File: src/rtl/branch_exec_unit.sv
// branch_exec_unit
//   Branch/jump execution stage. Resolves one issued branch per cycle
//   (direction, next pc, link value) and queues the result in a small FIFO
//   that drains onto the branch CDB slot under an arbiter grant.
//
// Ports:
//   clk, rst_n          system clock (rising edge), async active-low reset
//   rdy                 global enable; all state holds while low
//   flush               synchronous queue clear (ignores same-cycle issue/grant)
//   in_valid, in_op, in_reg1, in_reg2, in_imm, in_pc, in_tag
//                       issue interface from the branch reservation station
//   busy_full           stop-issue indication back to the RS
//   cdb_valid, cdb_tag, cdb_data, cdb_taken, cdb_target
//                       head-of-queue result (all zero when empty)
//   cdb_grant           arbiter accepts the head this cycle
//   overflow_err        sticky: an issue arrived with the queue full
module branch_exec_unit #(
    parameter int DATA_W = 32,
    parameter int TAG_W  = 4,
    parameter int OP_W   = 6,
    parameter int DEPTH  = 4
) (
    input  logic              clk,
    input  logic              rst_n,
    input  logic              rdy,
    input  logic              flush,
    input  logic              in_valid,
    input  logic [OP_W-1:0]   in_op,
    input  logic [DATA_W-1:0] in_reg1,
    input  logic [DATA_W-1:0] in_reg2,
    input  logic [DATA_W-1:0] in_imm,
    input  logic [DATA_W-1:0] in_pc,
    input  logic [TAG_W-1:0]  in_tag,
    output logic              busy_full,
    output logic              cdb_valid,
    output logic [TAG_W-1:0]  cdb_tag,
    output logic [DATA_W-1:0] cdb_data,
    output logic              cdb_taken,
    output logic [DATA_W-1:0] cdb_target,
    input  logic              cdb_grant,
    output logic              overflow_err
);

    localparam int PTR_W = (DEPTH > 1) ? $clog2(DEPTH) : 1;
    localparam int CNT_W = PTR_W + 1;

    localparam logic [OP_W-1:0] OP_JAL  = OP_W'(1);
    localparam logic [OP_W-1:0] OP_JALR = OP_W'(2);
    localparam logic [OP_W-1:0] OP_BEQ  = OP_W'(3);
    localparam logic [OP_W-1:0] OP_BNE  = OP_W'(4);
    localparam logic [OP_W-1:0] OP_BLT  = OP_W'(5);
    localparam logic [OP_W-1:0] OP_BGE  = OP_W'(6);
    localparam logic [OP_W-1:0] OP_BLTU = OP_W'(7);
    localparam logic [OP_W-1:0] OP_BGEU = OP_W'(8);

    // ---------------- resolution ----------------
    logic [DATA_W-1:0] pc_imm, pc_plus4, jalr_sum;
    logic              is_branch;
    logic              res_taken;
    logic [DATA_W-1:0] res_target, res_data;

    assign pc_imm   = in_pc + in_imm;
    assign pc_plus4 = in_pc + DATA_W'(4);
    assign jalr_sum = in_reg1 + in_imm;

    always_comb begin
        is_branch  = 1'b0;
        res_taken  = 1'b0;
        res_target = pc_plus4;
        res_data   = '0;
        case (in_op)
            OP_JAL: begin
                res_taken  = 1'b1;
                res_target = pc_imm;
                res_data   = pc_plus4;
            end
            OP_JALR: begin
                res_taken  = 1'b1;
                res_target = {jalr_sum[DATA_W-1:1], 1'b0};
                res_data   = pc_plus4;
            end
            OP_BEQ:  begin is_branch = 1'b1; res_taken = (in_reg1 == in_reg2); end
            OP_BNE:  begin is_branch = 1'b1; res_taken = (in_reg1 != in_reg2); end
            OP_BLT:  begin is_branch = 1'b1; res_taken = ($signed(in_reg1) <  $signed(in_reg2)); end
            OP_BGE:  begin is_branch = 1'b1; res_taken = ($signed(in_reg1) >= $signed(in_reg2)); end
            OP_BLTU: begin is_branch = 1'b1; res_taken = (in_reg1 <  in_reg2); end
            OP_BGEU: begin is_branch = 1'b1; res_taken = (in_reg1 >= in_reg2); end
            default: ;
        endcase
        if (is_branch && res_taken) begin
            res_target = pc_imm;
        end
    end

    // ---------------- result FIFO ----------------
    logic [TAG_W-1:0]  tag_mem    [DEPTH];
    logic [DATA_W-1:0] data_mem   [DEPTH];
    logic              taken_mem  [DEPTH];
    logic [DATA_W-1:0] target_mem [DEPTH];

    logic [PTR_W-1:0] wr_ptr, rd_ptr;
    logic [CNT_W-1:0] count;
    logic             empty, full, active, push, pop, drop;

    assign empty  = (count == '0);
    assign full   = (count == CNT_W'(DEPTH));
    assign active = rdy & ~flush;
    assign pop    = active & ~empty & cdb_grant;
    // A pop in the same cycle frees the slot, so a full queue can still accept.
    assign push   = active & in_valid & (~full | pop);
    assign drop   = active & in_valid & full & ~pop;

    always_ff @(posedge clk or negedge rst_n) begin
        if (!rst_n) begin
            wr_ptr       <= '0;
            rd_ptr       <= '0;
            count        <= '0;
            overflow_err <= 1'b0;
        end else if (rdy) begin
            if (flush) begin
                wr_ptr <= '0;
                rd_ptr <= '0;
                count  <= '0;
            end else begin
                if (push) wr_ptr <= wr_ptr + PTR_W'(1);
                if (pop)  rd_ptr <= rd_ptr + PTR_W'(1);
                case ({push, pop})
                    2'b10:   count <= count + CNT_W'(1);
                    2'b01:   count <= count - CNT_W'(1);
                    default: count <= count;
                endcase
                if (drop) overflow_err <= 1'b1;
            end
        end
    end

    always_ff @(posedge clk) begin
        if (push) begin
            tag_mem[wr_ptr]    <= in_tag;
            data_mem[wr_ptr]   <= res_data;
            taken_mem[wr_ptr]  <= res_taken;
            target_mem[wr_ptr] <= res_target;
        end
    end

    // Slack of one slot covers the issue already in flight from the RS.
    assign busy_full  = (count >= CNT_W'(DEPTH - 1));
    assign cdb_valid  = ~empty;
    assign cdb_tag    = empty ? '0 : tag_mem[rd_ptr];
    assign cdb_data   = empty ? '0 : data_mem[rd_ptr];
    assign cdb_taken  = empty ? 1'b0 : taken_mem[rd_ptr];
    assign cdb_target = empty ? '0 : target_mem[rd_ptr];

endmodule

File: config.mk
export PLATFORM = sky130hd
export DESIGN_NAME = branch_exec_unit
export DESIGN_NICKNAME = d
export VERILOG_FILES = /design/src/rtl/branch_exec_unit.sv
export SDC_FILE = /design/constraint.sdc
export NUM_CORES = 1
export LEC_CHECK = 0
export ABC_AREA = 1
export CAP_MARGIN = 15
export CORE_ASPECT_RATIO = 1.25
export CORE_MARGIN = 8
export CORE_UTILIZATION = 53
export CTS_BUF_LIST = sky130_fd_sc_hd__clkbuf_2 sky130_fd_sc_hd__clkbuf_4 sky130_fd_sc_hd__clkbuf_8
export DETAILED_ROUTE_END_ITERATION = 7
export GPL_TIMING_DRIVEN = 0
export MAX_ROUTING_LAYER = met4
export PLACE_DENSITY = 0.77
export SLEW_MARGIN = 25
export SYNTH_ARGS = -nofsm -noshare
export SYNTH_HDL_FRONTEND = slang
export SYNTH_SLANG_ARGS = --single-unit
export TNS_END_PERCENT = 100
File: constraint.sdc
create_clock -name clk -period 4.1 [get_ports clk]
set_input_delay 0.82 -clock clk [delete_from_list [all_inputs] [get_ports clk]]
set_output_delay 0.82 -clock clk [all_outputs]
set_load 0.005 [all_outputs]
After elaboration in Yosys (flattened, before gate mapping)
Memories as Yosys holds them, arrays and structs flattened.
Index checks and enable logic that the tools add are counted.
{"block": "op_classes", "add_sub_neg": 7, "magnitude_cmp": 5, "n_eq_ne": 13, "n_mux": 17, "n_bitwise": 12, "n_reduce_logical": 11}
{"op": "two-way mux 32 bit", "n": 4}
{"op": "adder 32 bit", "n": 2}
{"op": ">= comparator 32 bit", "n": 2}
{"op": "less-than comparator 32 bit", "n": 2}
{"op": "one-hot mux 32 bit (2 select lines)", "n": 1}
{"op": "adder 32 x 3 -> 32 bit (second input constant)", "n": 1}
{"op": "equality test 32 bit", "n": 1}
{"op": "!= test 32 bit", "n": 1}
{"op": "equality test 6 x 3 -> 1 bit (second input constant)", "n": 4}
{"op": "equality test 6 x 2 -> 1 bit (second input constant)", "n": 2}
{"op": "two-way mux 2 bit", "n": 4}
{"op": "AND 1 bit", "n": 7}
{"op": "one-hot mux 1 bit (7 select lines)", "n": 1}
{"op": "equality test 6 x 1 -> 1 bit (second input constant)", "n": 1}
{"op": "equality test 6 x 4 -> 1 bit (second input constant)", "n": 1}
{"op": "one-hot mux 3 bit (2 select lines)", "n": 1}
{"op": "AND reduction 2 bit", "n": 3}
{"op": "OR reduction 6 bit", "n": 1}
{"op": "adder 2 x 1 -> 2 bit (second input constant)", "n": 2}
{"op": "two-way mux 1 bit", "n": 4}
{"op": "two-way mux 4 bit", "n": 1}
{"op": "NOT 1 bit", "n": 4}
{"op": "nonzero test 2 bit", "n": 2}
{"op": "adder 3 x 1 -> 3 bit (second input constant)", "n": 1}
{"op": "12 further kinds", "n": 12}
{"block": "word_totals", "register_bits": 8, "ram_bits": 276, "out_inout_bits": 72, "wordCells": 73, "memories": 4}
{"memory": "data_mem", "depth": 4, "width": 32, "read_ports": 1, "rd_ports_with_merged_regs": 0, "wr": 1, "line_no": "97", "text": "logic [DATA_W-1:0] data_mem [DEPTH];"}
{"memory": "target_mem", "depth": 4, "width": 32, "read_ports": 1, "rd_ports_with_merged_regs": 0, "wr": 1, "line_no": "99", "text": "logic [DATA_W-1:0] target_mem [DEPTH];"}
{"memory": "tag_mem", "depth": 4, "width": 4, "read_ports": 1, "rd_ports_with_merged_regs": 0, "wr": 1, "line_no": "96", "text": "logic [TAG_W-1:0] tag_mem [DEPTH];"}
{"memory": "taken_mem", "depth": 4, "width": 1, "read_ports": 1, "rd_ports_with_merged_regs": 0, "wr": 1, "line_no": "98", "text": "logic taken_mem [DEPTH];"}

Depth between registers and ports, before layout
{"block": "logic_depth", "depth_word": 9, "ltp_mapped": 21}

Worst setup path before layout
No wires, ideal clock.
{"block": "synth_path", "path_type": "input port to flip-flop", "startpoint": "input rdy", "endpoint": "memory data_mem[0][0], enable pin", "arrival_time_ps": 4295, "required_ps": 3603, "path_slack_ps": -691, "path_stages": 6, "path_buffers": 0, "cell_sequence": "inv_1 nor2_1 nand3_1 nand3_1 nand2_1 nor2_1"}
{"block": "synth_between", "elab_chain_cells": 7, "word_cells_on_any_way": 8, "classes_between": "mux: 2; bitwise: 6"}
{"item": "start: declaration", "line_no": "25", "text": "input logic rdy,"}
{"item": "AND 1 bit (*)", "line_no": "107", "text": "assign active = rdy & ~flush;"}
{"item": "AND 1 bit (2 in series)", "line_no": "108", "text": "assign pop = active & ~empty & cdb_grant;"}
{"item": "bitwise OR 1 bit", "line_no": "110", "text": "assign push = active & in_valid & (~full | pop);"}
{"item": "AND 1 bit (*)", "line_no": "110"}
{"item": "two-way mux 1 bit (*)", "line_no": "138", "text": "if (push) begin"}
{"item": "two-way mux 1 bit (not written as such) (*)", "line_no": "140", "text": "data_mem[wr_ptr] <= res_data;"}
{"item": "end: declaration", "line_no": "97"}
Mark *: on every way between the ends. The rest lies on a longest branch, timed or not.

Final worst setup path
{"block": "layout_path", "startpoint": "register rd_ptr[0]", "endpoint": "output cdb_target[17]"}
{"block": "layout_between", "elab_chain_cells": 2}
{"item": "start: declaration", "line_no": "101", "text": "logic [PTR_W-1:0] wr_ptr, rd_ptr;"}
{"item": "start signal: assignment", "line_no": "126", "text": "if (pop) rd_ptr <= rd_ptr + PTR_W'(1);"}
{"item": "memory read (4 x 32 bit)"}
{"item": "two-way mux 32 bit", "line_no": "152", "text": "assign cdb_target = empty ? '0 : target_mem[rd_ptr];"}
{"item": "end: declaration", "line_no": "39", "text": "output logic [DATA_W-1:0] cdb_target,"}
Every way passes these cells.

==> flow_metrics.tcl <==
set metrics [dict create \
    status "finished, final reports clean" \
    timing.fmax_ghz 0.252 \
    drtIter0Drc 1518 \
    power.density_nw_per_um2 378 \
    dp_hpwl_um 50900 \
    ys_ff_latch 284 \
    clock-sinks 284 \
    slew_headroom_pct 42.6 \
    vias 16900 \
    fin_skew_ns 0.0143 \
    r2r-end "target_mem[1][3]" \
    synth-edff-count 276 \
    path_cells "clkbuf_1 -> inv_1 -> clkbuf_1 -> o21ai_0 -> a21oi_1 -> clkdlybuf4s50_1" \
    drt_pre_antenna_iters 6 \
    critPathLaunch "rd_ptr[0]" \
    n_fill_cell 2782 \
    core_sq_um 33400 \
    critPathArrivalTime_ns 3.14 \
    cts_max_level 2 \
    layout-drive-gt1-share_pct 4.80 \
    finalPower_w 0.00817 \
    place_ws_ns -0.0263 \
    grt_max_degree 23 \
    cts_setup_buffers 0 \
    root_buffer "clkbuf_8" \
    grt_pass1_vias 17100 \
    min_period_over_period_pct 96.6 \
    met2_usage_pct 56.3 \
    syn_area_sq_um 17900 \
    max-vdd-ir-drop_mv 0.215 \
    final_nets 2699 \
    numCtsBuffers 36 \
    ant_nets 0 \
    r2r_cells 9 \
    post-route-util_pct 64.8 \
    hold_path.class "flip-flop to flip-flop" \
    fin_setup_tns_ns 0 \
    path_delay_family "buffers and inverters" \
    cpPeakStageDelay_ns 0.58 \
    busiest_layer "met2" \
    syn_avg_cell_area_sq_um 8.17 \
    hold_violations 0 \
    insertion_delay_ns 0.54 \
    leakage_nw 8.56 \
    path_clk_slew_ns 0.07 \
    wl_per_cell_um 21.5 \
    slew_viol_final 0 \
    cts_hold_buf 0 \
    async_flop_share_pct 2.82 \
    overflow 0 \
    finalSetupViolCount 0 \
    die_w_um 180 \
    seq_area_frac_synth_pct 47.4 \
    synth_cell_types 45 \
    final_cells 2904 \
    path_class "flip-flop to primary output" \
    r2r_start "count[2]" \
    die_h_um 221 \
    grt_pass1_wl_um 94300 \
    start_util_pct 53.6 \
    post-place-cells 2840 \
    avgViaCountPerCell 5.80 \
    place_congestion 1.00 \
    rows 75 \
    cp_slowest_cell "clkdlybuf4s50_1" \
    max-clock-path-buffers 3 \
    syn_nets 2435 \
    rsz0062_at_grt "false" \
    area_delta_synth_final_pct 21.0 \
    grt_antenna_before_repair 1 \
    drt_wl_total_um 62300 \
    end_kind "primary output" \
    met1_usage_pct 34.4 \
    worst-r2r-setup-slack_ns 1.35 \
    crit_fanout 14 \
    portBuffers 215 \
    die_area_sq_um 39900 \
    critical_path.endpoint "cdb_target[17]" \
    grt_usage_pct 31.4 \
    worst_slack_ns 0.139 \
    crit_cells 6 \
    gr-usage-met3_pct 2.44 \
    tritoncts "built" \
    required_ns 3.28 \
    cp_common_cell "clkbuf_1" \
    syn_inst 2190 \
    pin_count 216 \
    worstSetupStartpointType "flip-flop" \
    worstMarginPinSlew_ns 0.855 \
    yosysWarnings 0 \
    cp.buffers_inverters 4 \
    synth_top_flop_cell "edfxtp_1" \
    fin_crit_ns 3.96 \
    remaining_drc_errors 0 \
    cap_violations 0 \
]
[per-layer routing]
layer  wire length, um  part of all wire (%)
met1             22800                    37
met2             32200                    52
met3              3830                   6.1
met4              3470                   5.6
met5                 0                     0
[area by class of cell]
class / instances / area [sq um] / area share, %
clock buffer: 47 / 591 / 2.73
clock inverter: 17 / 136 / 0.630
tap: 423 / 529 / 2.44
multi-input combinational: 1647 / 8430 / 38.9
antenna: 1 / 2.50 / 0.0116
timing repair buffer: 227 / 2460 / 11.4
buffer: 73 / 320 / 1.48
inverter: 185 / 694 / 3.21
sequential: 284 / 8490 / 39.2
[cell usage after synthesis (all sizes together), types with 2 or more instances]
library cell / number / area (sq um)
a21boi: 2 / 15.0
a21o: 9 / 67.6
a21oi: 174 / 871
a31oi: 3 / 18.8
and2: 8 / 50.1
buf: 27 / 135
clkbuf: 47 / 176
clkinv: 2 / 7.51
dfrtp: 8 / 200
edfxtp: 276 / 8290
fa: 3 / 60.1
ha: 98 / 1230
inv: 183 / 687
nand2: 403 / 1520
nand3: 144 / 733
nand3b: 11 / 82.6
nand4: 18 / 113
nor2: 431 / 1630
nor3: 29 / 150
nor4: 15 / 93.8
o211ai: 13 / 97.6
o21a: 6 / 45.0
o21ai: 208 / 1040
o21bai: 8 / 60.1
o221ai: 3 / 26.3
or2: 14 / 87.6
xnor2: 6 / 52.6
xor2: 34 / 298
[through the flow]
step                hold slack (ns)  instance area (sq um)
floorplan                     0.468                  17900
global placement              0.462                  20600
detailed placement            0.483                  20900
CTS                           0.499                  21600
global route                  0.530                  21600
finish                        0.506                  21600
[timing repair]
action                     4_1_cts  5_1_grt
gates resized for setup          4       10
setup endpoints to repair       66       18
gates cloned                     0        0
[worst min-delay path by stage]
stage | start | to | slack, ns | depth (start not counted)
final | overflow_err | overflow_err | 0.51 | 1
after global routing | overflow_err | overflow_err | 0.53 | 1
after CTS | overflow_err | overflow_err | 0.50 | 1
after detailed placement | overflow_err | overflow_err | 0.48 | 1
after global placement | overflow_err | overflow_err | 0.46 | 1
after floorplan | overflow_err | overflow_err | 0.47 | 1
[worst reg2reg max path, delay by kind of cell (launching register included)]
family,cells,cell delay [ns]
buffers and inverters,4,0.74
DFF,1,0.43
and+or+nand+nor,5,1.28
[report_power, final]
group	total, W	internal (W)	switching (W)
Clock	0.00208	0.00108	0.00100
Combinational	0.00279	0.00113	0.00166
Sequential	0.00331	0.00327	0.0000316
Total	0.00817	0.00548	0.00269
[registers in the layout, summed over array words and instances (netlist names)]
register / count
tag_mem: 16
data_mem: 128
rd_ptr: 2
count: 3
overflow_err: 1
wr_ptr: 2
target_mem: 128
taken_mem: 4
[layout by cell type (no fill, tap or decap), types with 18 or more instances in the layout]
| cell | count |
|---|---|
| nand3_1 | 143 |
| clkbuf_1 | 40 |
| clkbuf_8 | 38 |
| nand2_1 | 401 |
| edfxtp_1 | 276 |
| nor3_1 | 28 |
| ha_1 | 98 |
| xor2_1 | 34 |
| inv_1 | 181 |
| nand4_1 | 18 |
| a21oi_1 | 174 |
| nor2_1 | 424 |
| clkdlybuf4s50_1 | 215 |
| o21ai_0 | 206 |
[logic make-up (layout without fill, tap and decap cells)]
logic type      Yosys count  after routing  synth area share (%)
compound gates          431            431                  12.8
buf+inv                 259            549                  5.62
flops                   284            284                  47.4
xor+xnor                 40             40                  1.96
fa+ha+maj               101            101                  7.19
simple gates           1075           1075                  25.0
other cells               0              1                     0
Power figures use the tool's default switching activity.
